<file path="src/rtl/regfile_pkg.sv">
// rtl/regfile_pkg.sv - shared widths, source enum and popcount helper for the write-back scheduler
package regfile_pkg;

    localparam int XLEN = 32;
    localparam int NREG = 32;
    localparam int AW   = $clog2(NREG);

    localparam logic [AW-1:0] REG_X0 = '0;

    // Bit positions of the two write-back sources in the arbiter request/grant vectors
    typedef enum logic {
        SRC_ALU = 1'b0,
        SRC_MEM = 1'b1
    } src_e;

    function automatic logic [AW:0] popcount(input logic [NREG-1:0] v);
        logic [AW:0] c;
        c = '0;
        for (int i = 0; i < NREG; i++) begin
            c = c + {{AW{1'b0}}, v[i]};
        end
        return c;
    endfunction

endpackage

</file>
<file path="src/rtl/regfile_wb_scheduler_if.sv">
// rtl/regfile_wb_scheduler_if.sv - issue, write-back and register-file signals of the scheduler
interface regfile_wb_scheduler_if;
    import regfile_pkg::*;

    logic            flush;
    logic            iss_valid;
    logic [AW-1:0]   iss_rs1;
    logic [AW-1:0]   iss_rs2;
    logic [AW-1:0]   iss_rd;
    logic            iss_has_rd;
    logic            iss_stall;
    logic            alu_valid;
    logic [AW-1:0]   alu_rd;
    logic [XLEN-1:0] alu_data;
    logic            alu_ready;
    logic            mem_valid;
    logic [AW-1:0]   mem_rd;
    logic [XLEN-1:0] mem_data;
    logic            mem_ready;
    logic            rf_we;
    logic [AW-1:0]   rf_rd;
    logic [XLEN-1:0] rf_wd;
    logic [AW:0]     pend_cnt;
    logic            err_unexp;

    modport slave (
        input  flush, iss_valid, iss_rs1, iss_rs2, iss_rd, iss_has_rd,
        input  alu_valid, alu_rd, alu_data, mem_valid, mem_rd, mem_data,
        output iss_stall, alu_ready, mem_ready,
        output rf_we, rf_rd, rf_wd, pend_cnt, err_unexp
    );

    modport master (
        output flush, iss_valid, iss_rs1, iss_rs2, iss_rd, iss_has_rd,
        output alu_valid, alu_rd, alu_data, mem_valid, mem_rd, mem_data,
        input  iss_stall, alu_ready, mem_ready,
        input  rf_we, rf_rd, rf_wd, pend_cnt, err_unexp
    );

endinterface

</file>
<file path="src/rtl/rr_arb2.sv">
// rtl/rr_arb2.sv - two-way round-robin arbiter with combinational grant
module rr_arb2
    import regfile_pkg::*;
(
    input  logic       clk,
    input  logic       rst,
    input  logic [1:0] req,
    output logic [1:0] gnt
);

    src_e rr_last_q;
    src_e rr_last_d;

    // Grant a lone requester directly; on a tie favour the source not granted last
    always_comb begin
        gnt       = 2'b00;
        rr_last_d = rr_last_q;
        unique case (req)
            2'b01:   gnt = 2'b01;
            2'b10:   gnt = 2'b10;
            2'b11:   gnt = (rr_last_q == SRC_MEM) ? 2'b01 : 2'b10;
            default: gnt = 2'b00;
        endcase
        if (gnt[SRC_ALU]) begin
            rr_last_d = SRC_ALU;
        end else if (gnt[SRC_MEM]) begin
            rr_last_d = SRC_MEM;
        end
    end

    // Remember the last granted source; reset value lets the ALU win the first tie
    always_ff @(posedge clk or negedge rst) begin
        if (!rst) begin
            rr_last_q <= SRC_MEM;
        end else begin
            rr_last_q <= rr_last_d;
        end
    end

endmodule

</file>
<file path="src/rtl/regfile_wb_scheduler.sv">
// rtl/regfile_wb_scheduler.sv - write-back arbitration, hazard scoreboard and register-file write port
module regfile_wb_scheduler
    import regfile_pkg::*;
(
    input  logic                  clk,
    input  logic                  rst,
    regfile_wb_scheduler_if.slave bus
);

    logic [NREG-1:0] pend_q,     pend_d;
    logic [AW:0]     pend_cnt_q, pend_cnt_d;
    logic            rf_we_q,    rf_we_d;
    logic [AW-1:0]   rf_rd_q,    rf_rd_d;
    logic [XLEN-1:0] rf_wd_q,    rf_wd_d;
    logic            err_q,      err_d;

    logic [1:0]      req;
    logic [1:0]      gnt;
    logic            any_gnt;
    logic [AW-1:0]   w_rd;
    logic [XLEN-1:0] w_data;
    logic            iss_set;

    // Requests are masked during reset so no ready is raised while the block is held
    assign req = {bus.mem_valid, bus.alu_valid} & {2{rst}};

    rr_arb2 u_arb (
        .clk (clk),
        .rst (rst),
        .req (req),
        .gnt (gnt)
    );

    assign any_gnt       = |gnt;
    assign bus.alu_ready = gnt[SRC_ALU];
    assign bus.mem_ready = gnt[SRC_MEM];

    // Hazard check looks only at registered pend; a grant this cycle does not unblock issue yet
    assign bus.iss_stall = bus.iss_valid &
                           (pend_q[bus.iss_rs1] | pend_q[bus.iss_rs2] |
                            (bus.iss_has_rd & pend_q[bus.iss_rd]));

    assign iss_set = bus.iss_valid & ~bus.iss_stall & bus.iss_has_rd & (bus.iss_rd != REG_X0);

    // Select destination and data of the granted writer
    always_comb begin
        w_rd   = bus.alu_rd;
        w_data = bus.alu_data;
        if (gnt[SRC_MEM]) begin
            w_rd   = bus.mem_rd;
            w_data = bus.mem_data;
        end
    end

    // Next scoreboard state: flush beats everything, otherwise a new issue beats a completing write
    always_comb begin
        pend_d = pend_q;
        if (bus.flush) begin
            pend_d = '0;
        end else begin
            if (any_gnt) begin
                pend_d[w_rd] = 1'b0;
            end
            if (iss_set) begin
                pend_d[bus.iss_rd] = 1'b1;
            end
        end
        pend_d[REG_X0] = 1'b0;
        pend_cnt_d     = popcount(pend_d);
    end

    // Next write-port state; rd/wd hold when idle and x0 writes are swallowed
    always_comb begin
        rf_we_d = 1'b0;
        rf_rd_d = rf_rd_q;
        rf_wd_d = rf_wd_q;
        err_d   = err_q;
        if (any_gnt) begin
            rf_we_d = (w_rd != REG_X0);
            rf_rd_d = w_rd;
            rf_wd_d = w_data;
            if ((w_rd != REG_X0) && !pend_q[w_rd] && !bus.flush) begin
                err_d = 1'b1;
            end
        end
    end

    // State registers for the scoreboard, its population count and the write port
    always_ff @(posedge clk or negedge rst) begin
        if (!rst) begin
            pend_q     <= '0;
            pend_cnt_q <= '0;
            rf_we_q    <= 1'b0;
            rf_rd_q    <= '0;
            rf_wd_q    <= '0;
            err_q      <= 1'b0;
        end else begin
            pend_q     <= pend_d;
            pend_cnt_q <= pend_cnt_d;
            rf_we_q    <= rf_we_d;
            rf_rd_q    <= rf_rd_d;
            rf_wd_q    <= rf_wd_d;
            err_q      <= err_d;
        end
    end

    assign bus.rf_we     = rf_we_q;
    assign bus.rf_rd     = rf_rd_q;
    assign bus.rf_wd     = rf_wd_q;
    assign bus.pend_cnt  = pend_cnt_q;
    assign bus.err_unexp = err_q;

endmodule

</file>
<file path="src/flat_wrapper.sv">
// flat-port wrapper written by rule: the top's interface ports become plain ports
module regfile_wb_scheduler_flat import regfile_pkg::*;
  (clk, rst, bus_flush, bus_iss_valid, bus_iss_rs1, bus_iss_rs2, bus_iss_rd, bus_iss_has_rd, bus_alu_valid, bus_alu_rd, bus_alu_data, bus_mem_valid, bus_mem_rd, bus_mem_data, bus_iss_stall, bus_alu_ready, bus_mem_ready, bus_rf_we, bus_rf_rd, bus_rf_wd, bus_pend_cnt, bus_err_unexp);
  regfile_wb_scheduler_if bus_i ();
  input  logic clk;
  input  logic rst;
  input wire logic [$bits(bus_i.flush)-1:0] bus_flush;
  input wire logic [$bits(bus_i.iss_valid)-1:0] bus_iss_valid;
  input wire logic [$bits(bus_i.iss_rs1)-1:0] bus_iss_rs1;
  input wire logic [$bits(bus_i.iss_rs2)-1:0] bus_iss_rs2;
  input wire logic [$bits(bus_i.iss_rd)-1:0] bus_iss_rd;
  input wire logic [$bits(bus_i.iss_has_rd)-1:0] bus_iss_has_rd;
  input wire logic [$bits(bus_i.alu_valid)-1:0] bus_alu_valid;
  input wire logic [$bits(bus_i.alu_rd)-1:0] bus_alu_rd;
  input wire logic [$bits(bus_i.alu_data)-1:0] bus_alu_data;
  input wire logic [$bits(bus_i.mem_valid)-1:0] bus_mem_valid;
  input wire logic [$bits(bus_i.mem_rd)-1:0] bus_mem_rd;
  input wire logic [$bits(bus_i.mem_data)-1:0] bus_mem_data;
  output wire logic [$bits(bus_i.iss_stall)-1:0] bus_iss_stall;
  output wire logic [$bits(bus_i.alu_ready)-1:0] bus_alu_ready;
  output wire logic [$bits(bus_i.mem_ready)-1:0] bus_mem_ready;
  output wire logic [$bits(bus_i.rf_we)-1:0] bus_rf_we;
  output wire logic [$bits(bus_i.rf_rd)-1:0] bus_rf_rd;
  output wire logic [$bits(bus_i.rf_wd)-1:0] bus_rf_wd;
  output wire logic [$bits(bus_i.pend_cnt)-1:0] bus_pend_cnt;
  output wire logic [$bits(bus_i.err_unexp)-1:0] bus_err_unexp;
  assign bus_i.flush = bus_flush;
  assign bus_i.iss_valid = bus_iss_valid;
  assign bus_i.iss_rs1 = bus_iss_rs1;
  assign bus_i.iss_rs2 = bus_iss_rs2;
  assign bus_i.iss_rd = bus_iss_rd;
  assign bus_i.iss_has_rd = bus_iss_has_rd;
  assign bus_i.alu_valid = bus_alu_valid;
  assign bus_i.alu_rd = bus_alu_rd;
  assign bus_i.alu_data = bus_alu_data;
  assign bus_i.mem_valid = bus_mem_valid;
  assign bus_i.mem_rd = bus_mem_rd;
  assign bus_i.mem_data = bus_mem_data;
  assign bus_iss_stall = bus_i.iss_stall;
  assign bus_alu_ready = bus_i.alu_ready;
  assign bus_mem_ready = bus_i.mem_ready;
  assign bus_rf_we = bus_i.rf_we;
  assign bus_rf_rd = bus_i.rf_rd;
  assign bus_rf_wd = bus_i.rf_wd;
  assign bus_pend_cnt = bus_i.pend_cnt;
  assign bus_err_unexp = bus_i.err_unexp;
  regfile_wb_scheduler u_core (.clk(clk), .rst(rst), .bus(bus_i));
endmodule
</file>
<file path="config.mk">
export PLATFORM = sky130hd
export DESIGN_NAME = regfile_wb_scheduler_flat
export DESIGN_NICKNAME = d
export VERILOG_FILES = /design/src/rtl/regfile_pkg.sv /design/src/rtl/regfile_wb_scheduler_if.sv /design/src/rtl/rr_arb2.sv /design/src/rtl/regfile_wb_scheduler.sv /design/src/flat_wrapper.sv
export SDC_FILE = /design/constraint.sdc
export NUM_CORES = 1
export LEC_CHECK = 0
export BUFFER_PORTS_ARGS = -buffer_cell sky130_fd_sc_hd__buf_2
export CAP_MARGIN = 15
export CORE_MARGIN = 4
export CORE_UTILIZATION = 34
export CTS_CLUSTER_DIAMETER = 80
export DETAILED_ROUTE_END_ITERATION = 10
export GPL_TIMING_DRIVEN = 0
export SETUP_SLACK_MARGIN = 0.5
export SYNTH_ARGS = -nofsm -noshare
export SYNTH_HDL_FRONTEND = slang
export SYNTH_HIERARCHICAL = 1
export SYNTH_SLANG_ARGS = --single-unit
</file>
<file path="constraint.sdc">
create_clock -name clk -period 7.67 [get_ports clk]
set_input_delay 2.301 -clock clk [delete_from_list [all_inputs] [get_ports clk]]
set_output_delay 2.301 -clock clk [all_outputs]
set_load 0.01 [all_outputs]
</file>
# Yosys cells after proc, flatten, opt, wreduce, memory -nomap -nowiden
# Index checks and enable logic that the tools add are counted.
[word_totals]
regBits = 77
latch_bits = 0
ram_bits = 0
rom_bits = 0
n_memories = 0
[classes]
add_sub_neg = 30
multipliers = 0
div = 0
magnitude_cmp = 6
eq_ne = 3
shift = 0
n_mux = 23
n_bitwise = 12
reduce_logical = 11
[op_table]
columns = ["op", "count"]
rows = [
  ["adder 6 x 1 -> 6 bit", 29],
  ["two-way mux 32 bit", 5],
  ["AND 32 bit", 1],
  ["inverter 32 bit", 1],
  ["bitwise OR 32 bit", 1],
  ["less-than comparator 5 x 6 -> 1 bit, second input constant", 4],
  ["binary-select mux 1 bit (select 5 bit)", 4],
  ["demux 1 bit (select 5 bit)", 2],
  ["greater-or-equal comparator 5 x 1 -> 1 bit, second input constant", 2],
  ["nonzero test 5 bit", 2],
  ["two-way mux 1 bit", 9],
  ["case mux 2 bit (3 select lines)", 1],
  ["AND 1 bit", 5],
  ["two-way mux 5 bit", 1],
  ["equality test 2 bit, second input constant", 2],
  ["logical AND 1 bit", 4],
  ["adder 1 x 1 -> 2 bit", 1],
  ["AND 2 bit", 1],
  ["equality test 2 x 1 -> 1 bit, second input constant", 1],
  ["logical NOT 1 bit", 2],
  ["two-way mux 2 bit", 1],
  ["bitwise OR 1 bit", 2],
  ["AND reduction 2 bit", 1],
  ["nonzero test 2 bit", 1],
  ["other kinds (2)", 2],
]

# Depth between registers and ports, before layout
# Gate-level depths: netlist (run 1).
[depth]
depth_word = 45
ltp_mapped = 27

# By module
# Netlist (run 1), hierarchy kept.
[modules_own_cells]
columns = ["module", "instances", "cells_per_inst", "area_per_inst_um2", "seq_area_each_um2"]
rows = [
  ["regfile_wb_scheduler", 1, 577, 5796.8, 1901.8],
  ["rr_arb2", 1, 6, 53.8, 26.3],
]

# Worst setup path before layout (run 1)
# No wires, ideal clock.
[synth_timing]
path_kind = "input to register"
start = "input bus_iss_rd[0]"
end = "register u_core.pend_cnt_q[4] (netlist: u_core/bus.pend_cnt[4])"
setup_ns = 0.080
arrival_time_ns = 8.612
path_slack_ns = -1.021
cell_stages = 23
n_path_buf = 3
cell_sequence = "clkbuf_1 > mux4_2 > nand2_1 > o221ai_1 > o21bai_1 > or4_1 > buf_2 > buf_1 > o41a_1 > fa_1 > inv_1 > fa_1 > inv_1 > fa_1 > fa_1 > fa_1 > fa_1 > fa_1 > inv_1 > fa_1 > a21o_1 > a21oi_1 > xnor2_1"
[synth_between]
elab_chain_cells = 41
[synth_lines]
columns = ["item", "line_no", "source"]
rows = [
  ["start: declaration", "flat_wrapper.sv:11", "input wire logic [$bits(bus_i.iss_rd)-1:0] bus_iss_rd;"],
  ["binary-select mux 1 bit (select 5 bit)", "regfile_wb_scheduler.sv:41", "(bus.iss_has_rd & pend_q[bus.iss_rd]));"],
  ["two-way mux 1 bit (implied by the code)", "regfile_wb_scheduler.sv:41", ""],
  ["AND 1 bit", "regfile_wb_scheduler.sv:41", ""],
  ["bitwise OR 1 bit", "regfile_wb_scheduler.sv:40", "(pend_q[bus.iss_rs1] | pend_q[bus.iss_rs2] |"],
  ["AND 1 bit", "regfile_wb_scheduler.sv:39", "assign bus.iss_stall = bus.iss_valid &"],
  ["inverter 1 bit", "regfile_wb_scheduler.sv:43", "assign iss_set = bus.iss_valid & ~bus.iss_stall & bus.iss_has_rd & (bus.iss_rd != REG_X0);"],
  ["AND 1 bit (3 in series)", "regfile_wb_scheduler.sv:43", ""],
  ["two-way mux 32 bit *", "regfile_wb_scheduler.sv:64", "if (iss_set) begin"],
  ["two-way mux 32 bit *", "regfile_wb_scheduler.sv:58", "if (bus.flush) begin"],
  ["adder 1 x 1 -> 2 bit", "regfile_pkg.sv:20", "c = c + {{AW{1'b0}}, v[i]};"],
  ["adder 6 x 1 -> 6 bit (28 in series)", "regfile_pkg.sv:20", ""],
  ["adder 6 x 1 -> 6 bit *", "regfile_pkg.sv:20", ""],
  ["net u_core.pend_cnt_d[4]", "regfile_wb_scheduler.sv:11", "logic [AW:0] pend_cnt_q, pend_cnt_d;"],
  ["end signal: assignment", "regfile_wb_scheduler.sv:99", "pend_cnt_q <= pend_cnt_d;"],
  ["end: declaration", "regfile_wb_scheduler.sv:11", ""],
]
# The timed path passes the listed nets; every way through them passes the cells marked *. The select of a mux whose other input is x is not followed.
# A chain may end at the register's enable or synchronous reset.

# Worst setup path in the final report (run 1)
[layout_timing]
start = "input bus_iss_rd[2]"
end = "register u_core.pend_cnt_q[4] (netlist: u_core/bus.pend_cnt[4])"
[layout_lines]
columns = ["item", "line_no", "source"]
rows = [
  ["binary-select mux 1 bit (select 5 bit)", "regfile_wb_scheduler.sv:41", ""],
  ["two-way mux 1 bit (implied by the code)", "regfile_wb_scheduler.sv:41", ""],
  ["AND 1 bit", "regfile_wb_scheduler.sv:41", ""],
  ["bitwise OR 1 bit", "regfile_wb_scheduler.sv:40", ""],
  ["AND 1 bit", "regfile_wb_scheduler.sv:39", ""],
  ["inverter 1 bit", "regfile_wb_scheduler.sv:43", ""],
  ["AND 1 bit (3 in series)", "regfile_wb_scheduler.sv:43", ""],
  ["two-way mux 32 bit *", "regfile_wb_scheduler.sv:64", ""],
  ["two-way mux 32 bit *", "regfile_wb_scheduler.sv:58", ""],
  ["net u_core.pend_d[6]", "regfile_wb_scheduler.sv:10", "logic [NREG-1:0] pend_q, pend_d;"],
  ["adder 6 x 1 -> 6 bit * (26 in series)", "regfile_pkg.sv:20", ""],
  ["net u_core.pend_cnt_d[4]", "regfile_wb_scheduler.sv:11", ""],
]
# Marks and branches as above.

==> results of run 1 <==
-- timing repair --
item / 4_1_cts / 5_1_grt
buffers inserted: 56 / 10
resized for setup: 70 / 55
pin swaps: 11 / 12
setup endpoints to repair: 6 / 7
gates cloned: 1 / 0
-- power breakdown --
part           total (W)  internal [W]  switching [W]
registers       0.000464      0.000443      0.0000206
clock network   0.000441      0.000255       0.000186
logic           0.000326      0.000147       0.000179
-- stage by stage --
stage	utilization (%)	hold slack (ns)
after CTS	47.4	0.498
after global routing	49.2	0.518
after detailed placement	41.4	0.482
after global placement	41.2	0.478
final	49.2	0.490
after floorplan	-	0.496
-- cell families after synthesis --
kind of cell	after synthesis	share of synthesized area, %
buffers and inverters	80	6.18
AND/OR/NAND/NOR	166	14.8
adder cells (fa/ha/maj)	30	9.37
flip-flops	77	33.0
multiplexers	80	17.6
XOR/XNOR	3	0.449
AO/OA/AOI/OAI	147	18.6
-- worst max-delay path, delay by kind of cell --
kind / cells / cell delay [ns]
AOI/OAI and AO/OA: 5 / 1.08
adders and majority gates: 8 / 3.46
buffers and inverters: 6 / 1.05
and+or+nand+nor: 2 / 0.56
xor gates and xnor gates: 1 / 0.12
-- registers in the layout (all words and copies together) (netlist names) --
signal	cells
u_core/bus.rf_wd	32
u_core/pend_q	31
u_core/bus.pend_cnt	6
u_core/bus.rf_rd	5
u_core/bus.err_unexp	1
u_core/bus.rf_we	1
u_core/u_arb/rr_last_q	1
-- path summary, 6_finish.rpt --
check                                                start                                to  slack (ns)  depth (start not counted)
setup / recovery                             bus_iss_rd[2]  u_core/bus.pend_cnt[4]$_DFF_PN0_       -0.67                         22
hold / removal             u_core/bus.rf_rd[0]$_DFFE_PN0N_   u_core/bus.rf_rd[0]$_DFFE_PN0N_        0.49                          1
setup reg to reg                u_core/pend_q[7]$_DFF_PN0_  u_core/bus.pend_cnt[4]$_DFF_PN0_        0.85                         20
hold reg to reg            u_core/bus.rf_rd[0]$_DFFE_PN0N_   u_core/bus.rf_rd[0]$_DFFE_PN0N_        0.49                          1
max in group asynchronous                              rst        u_core/pend_q[2]$_DFF_PN0_        5.38                          2
min in group asynchronous                              rst   u_core/bus.rf_wd[2]$_DFFE_PN0N_        1.77                          1
-- area by class of cell --
cell class	instances	area (sq um)
clock inverter	6	71.3
fill	1524	8490
clock buffer	10	229
buffer	50	398
multi-input combinational	426	3870
timing repair buffer	201	1330
tap	220	275
sequential	77	1930
inverter	30	113
-- layer usage --
metal	GRT usage (%)	wire [um]	part of all wire, %	vias up
met1	26.3	8410	39	2840
met4	10.5	997	4.6	0
met2	36.4	10500	49	308
li1	-	-	-	2584
met3	3.79	1560	7.2	77
met5	0	0	0	-
-- cell usage in the layout (no fill, tap or decap), types with 5 or more instances in the layout --
master,netlist,routed
a22oi_1,5,5
o22ai_1,8,7
clkbuf_16,0,10
buf_4,0,41
mux2i_1,58,55
inv_2,0,5
clkbuf_1,28,18
nand3_1,8,5
o41a_1,15,15
o41ai_1,27,20
o21ai_1,0,5
dfrtp_1,76,76
nand3b_1,18,18
o41ai_4,0,8
nor2_1,16,15
inv_1,30,25
buf_6,7,34
nor2b_1,27,26
o21ai_0,55,46
mux4_2,18,18
nand2_1,62,61
fa_1,23,19
nand2b_1,7,7
ha_1,7,7
buf_2,5,135
buf_12,0,5
==> impl_metrics.tcl, run 1 <==
set metrics [dict create \
    slowest_stage "fa_1" \
    via_per_inst 5.70 \
    yosysMostFrequentCell "dfrtp_1" \
    fin_cells 1020 \
    grtUsageTotal_pct 21.4 \
    hold_viol 0 \
    vias 5809 \
    yosysTopAreaCellShare_pct 32.5 \
    grt_max_degree 55 \
    coreArea_sq_mm 0.0167 \
    irDropWorstVdd_mv 0.0933 \
    synth.avg_cell_area_sq_um 10.0 \
    place_congestion 0.908 \
    clk_latency_ns 0.35 \
    arrival_ns 8.61 \
    layout-drive-gt1-share_pct 39.9 \
    place_ws_ns -1.61 \
    ys_ff_latch 77 \
    fin_area_sq_mm 0.00821 \
    syn-cell-area_sq_mm 0.00585 \
    cts-htree-levels 3 \
    period_needed_ns 8.34 \
    dp.cells 937 \
    clockRootBuffer "clkbuf_16" \
    ys.flop_type "dfrtp_1" \
    grt_first_pass_wirelength_mm 33.0 \
    cp_slowest_stage_delay_ns 0.52 \
    clk_pin_slew_ns 0.06 \
    async_flop_share_pct 100 \
    numCtsBuffers 9 \
    rsz0062_at_grt "yes" \
    setup_tns_ns -3.83 \
    cp_max_fo 10 \
    crit_path_start_kind "primary input" \
    nets 921 \
    start_util_pct 35.0 \
    worst_hold_path_type "register to register" \
    run_status "finished, violations left" \
    yosys-top-cells-count "dfrtp_1, nand2_1, mux2i_1" \
    die_w_um 139 \
    cts_tree "built" \
    period_share_pct 109 \
    p_leak_nw 3.83 \
    syn_nets 709 \
    n_antenna_cell 0 \
    ctsLongestPathBuffers 2 \
    fmax_ghz 0.120 \
    hold_buffers 0 \
    synth.area.top_cells "dfrtp_1, mux2i_1, fa_1" \
    grt_overflow 0 \
    io_buffers 133 \
    slew_headroom_pct 41.9 \
    ys_seq_area_share_pct 33.0 \
    yosys_warnings 6 \
    synthToLayoutAreaGrowth_pct 40.3 \
    dp_hpwl_mm 15.2 \
    grt_pass1_vias 6028 \
    end_kind "register" \
    drc 0 \
    wire_per_inst_um 21.1 \
    synth_cells 583 \
    path_class "primary input to register" \
    drt_iter0_drc 433 \
    violations "negative setup slack" \
    wl_mm 21.5 \
    rows 47 \
    yosys.area.top_type "dfrtp_1" \
    synth_edf_count 0 \
    firstDrtPassIters 5 \
    p_per_area_mw_per_mm2 150 \
    dieArea_sq_mm 0.0194 \
    clock_sinks 77 \
    crit_chain "buf_2 > or3_1 > buf_1 > o221ai_2 > o21bai_1 > or4_4 > buf_6 > buf_2 > o41ai_4 > fa_1 > inv_1 > fa_1 > fa_2 > fa_1 > fa_2 > fa_1 > fa_2 > inv_2 > fa_2 > a21o_1 > a21oi_2 > xnor2_1" \
    antenna_found_initial 0 \
    io_pins 144 \
    worst_slew_pin_slew_ns 0.872 \
    placed_area_sq_mm 0.00691 \
    total_power_w 0.00123 \
    fin_skew_ns 0.0101 \
    die_h_um 139 \
    drv_cap 0 \
    drv_slew 0 \
    crit_required_ns 7.94 \
    ant_nets 0 \
    setup_ws_ns -0.673 \
    synth_cell_type_count 57 \
    setup_viol 7 \
]
(Power assumes the default switching activity.)
==> run 2, diff against run 1 <==
- ABC_AREA: unset -> 1
- GPL_ROUTABILITY_DRIVEN: unset -> 0
- PLACE_DENSITY_LB_ADDON: unset -> 0.3
==> impl_metrics.tcl, run 2 <==
set metrics [dict create \
    io_pins 144 \
    synth_simple_gate_area_share_pct 39.6 \
    path_class "primary input to register" \
    grt_max_degree 23 \
    yosys.area.top_type "dfrtp_1" \
    ctsLongestPathBuffers 2 \
    setup_tns_ns -0.675 \
    die_h_um 144 \
    ys.flop_type "dfrtp_1" \
    synth.avg_cell_area_sq_um 6.80 \
    grt_util_met1_pct 30.1 \
    layout-drive-gt1-share_pct 31.2 \
    end_kind "register" \
    largest_register_ffs 32 \
    synth_fa_ha_area_share_pct 8.77 \
    run_status "finished, violations left" \
    hold_buffers 0 \
    setup_viol 5 \
    drt_iter0_drc 582 \
    grtUsageTotal_pct 22.4 \
    yosys_warnings 6 \
    fmax_ghz 0.126 \
    grt_use_met2_pct 37.0 \
    clk_pin_slew_ns 0.06 \
    muxShareOfSynthArea_pct 0 \
    worst_hold_path_type "register to register" \
    fin_area_sq_mm 0.00835 \
    antenna_found_initial 0 \
    hold_viol 0 \
    final_common_cell "nand2_1" \
    cts_tree "built" \
    dieArea_sq_mm 0.0206 \
    coreArea_sq_mm 0.0180 \
    gr-usage-met3_pct 2.26 \
    arrival_ns 8.15 \
    ys_ff_latch 77 \
    yosysMostFrequentCell "nand2_1" \
    drv_cap 0 \
    synth_compound_area_share_pct 9.40 \
    clk_latency_ns 0.35 \
    p_per_area_mw_per_mm2 178 \
    synthToLayoutAreaGrowth_pct 33.7 \
    numCtsBuffers 9 \
    placed_area_sq_mm 0.00734 \
    grt_overflow 0 \
    crit_top_cell "fa_1" \
    clock_sinks 77 \
    p_leak_nw 4.24 \
    synth_cell_type_count 34 \
    drv_slew 0 \
    wire_per_inst_um 16.9 \
    ff2ff_setup_slack_ns 1.49 \
    n_antenna_cell 0 \
    via_per_inst 5.13 \
    grt_busiest_layer "met2" \
    synth_edf_count 0 \
    final_cell_mix "nand2_1, buf_2, nand3_1" \
    crit_path_start_kind "primary input" \
    slew_headroom_pct 57.0 \
    clockRootBuffer "clkbuf_16" \
    violations "negative setup slack" \
    grt_first_pass_wirelength_mm 36.2 \
    ant_nets 0 \
    nets 1234 \
    synth_xor_area_share_pct 0.421 \
    io_buffers 139 \
    synth.area.top_cells "dfrtp_1, nand2_1, nand3_1" \
    period_needed_ns 7.93 \
    vias 6878 \
    drc 0 \
    yosysTopAreaCellShare_pct 30.4 \
    syn-cell-area_sq_mm 0.00625 \
    async_flop_share_pct 100 \
    synth_top_family_by_area "simple AND/OR/NAND/NOR gates" \
    rows 49 \
    fin_skew_ns 0.00556 \
    dp_hpwl_mm 17.2 \
    wl_mm 22.7 \
    slowest_stage "fa_1" \
    cp_slowest_stage_delay_ns 0.56 \
    crit_required_ns 7.89 \
    cp_max_fo 6 \
    period_share_pct 103 \
    cts-htree-levels 3 \
    irDropWorstVdd_mv 0.102 \
    syn_nets 1045 \
    worst_slew_pin_slew_ns 0.646 \
    yosys-top-cells-count "nand2_1, nand3_1, inv_1" \
    ys_seq_area_share_pct 30.9 \
    die_w_um 144 \
    rsz0062_at_grt "yes" \
    synth_cells 919 \
    grt_pass1_vias 6696 \
    firstDrtPassIters 8 \
    setup_ws_ns -0.261 \
    start_util_pct 34.7 \
]
==> run 2: cell type report <==
cell class,count,area (sq um)
Buffer,39,240
Clock buffer,10,239
Clock inverter,5,60.1
Fill cell,1806,9680
Inverter,122,470
Multi-Input combinational cell,681,3980
Sequential cell,77,1930
Tap cell,229,287
Timing Repair Buffer,178,1150
==> run 2: where the power goes <==
part / leakage [nW] / switching [W] / internal, W
sequential: 0.992 / 0.0000321 / 0.000460
clock: 0.145 / 0.000179 / 0.000260
combinational: 3.10 / 0.000339 / 0.000217
==> run 2: cell families (layout without fill, tap and decap cells) <==
kind of cell	count (synthesis)	after routing
buf+inv	161	354
flops	77	77
fa+ha+maj	30	30
simple gates	541	541
xor+xnor	3	3
compound gates	107	107
==> run 2: stage by stage <==
stage               total power, W  utilization [%]  instances  setup slack (ns)  hold slack (ns)
floorplan                 0.000816                -        919           -0.0411            0.480
global placement          0.000993             40.6       1287             -2.32            0.462
detailed placement        0.000997             40.7       1288             -1.51            0.463
CTS                        0.00150             45.9       1336            -0.278            0.480
global route               0.00159             46.3       1341            -0.487            0.492
finish                     0.00149             46.3       1341            -0.261            0.474
==> run 2: final timing paths <==
check / startpoint / end / depth (start not counted)
max in group asynchronous: rst / u_core/pend_q[2]$_DFF_PN0_ / 3
max reg2reg: u_core/u_arb/rr_last_q$_DFFE_PN1P_ / u_core/bus.pend_cnt[4]$_DFF_PN0_ / 27
min reg2reg: u_core/bus.rf_wd[2]$_DFFE_PN0N_ / u_core/bus.rf_wd[2]$_DFFE_PN0N_ / 2
min in group asynchronous: rst / u_core/bus.rf_wd[24]$_DFFE_PN0N_ / 1
min: u_core/bus.rf_wd[2]$_DFFE_PN0N_ / u_core/bus.rf_wd[2]$_DFFE_PN0N_ / 2
max: rst / u_core/bus.pend_cnt[4]$_DFF_PN0_ / 31
==> run 2: what timing repair did <==
action	4_1_cts	5_1_grt
gates resized for setup	76	13
buffers inserted	30	5
gates cloned	3	0
pin swaps	33	14
endpoints found under the setup margin	6	6
==> run 2: per-layer routing <==
| metal | wire (um) | part of all wire [%] |
|---|---|---|
| met5 | 0 | 0 |
| met4 | 754 | 3.3 |
| met3 | 1640 | 7.2 |
| met2 | 10900 | 48 |
| met1 | 9440 | 42 |
==> run 2: worst max-delay path, delay by kind of cell <==
family	cells	cell delay (ns)
xor+xnor	1	0.17
buf+inv	11	1.01
compound gates	4	0.54
simple gates	7	0.56
fa+ha+maj	8	3.55
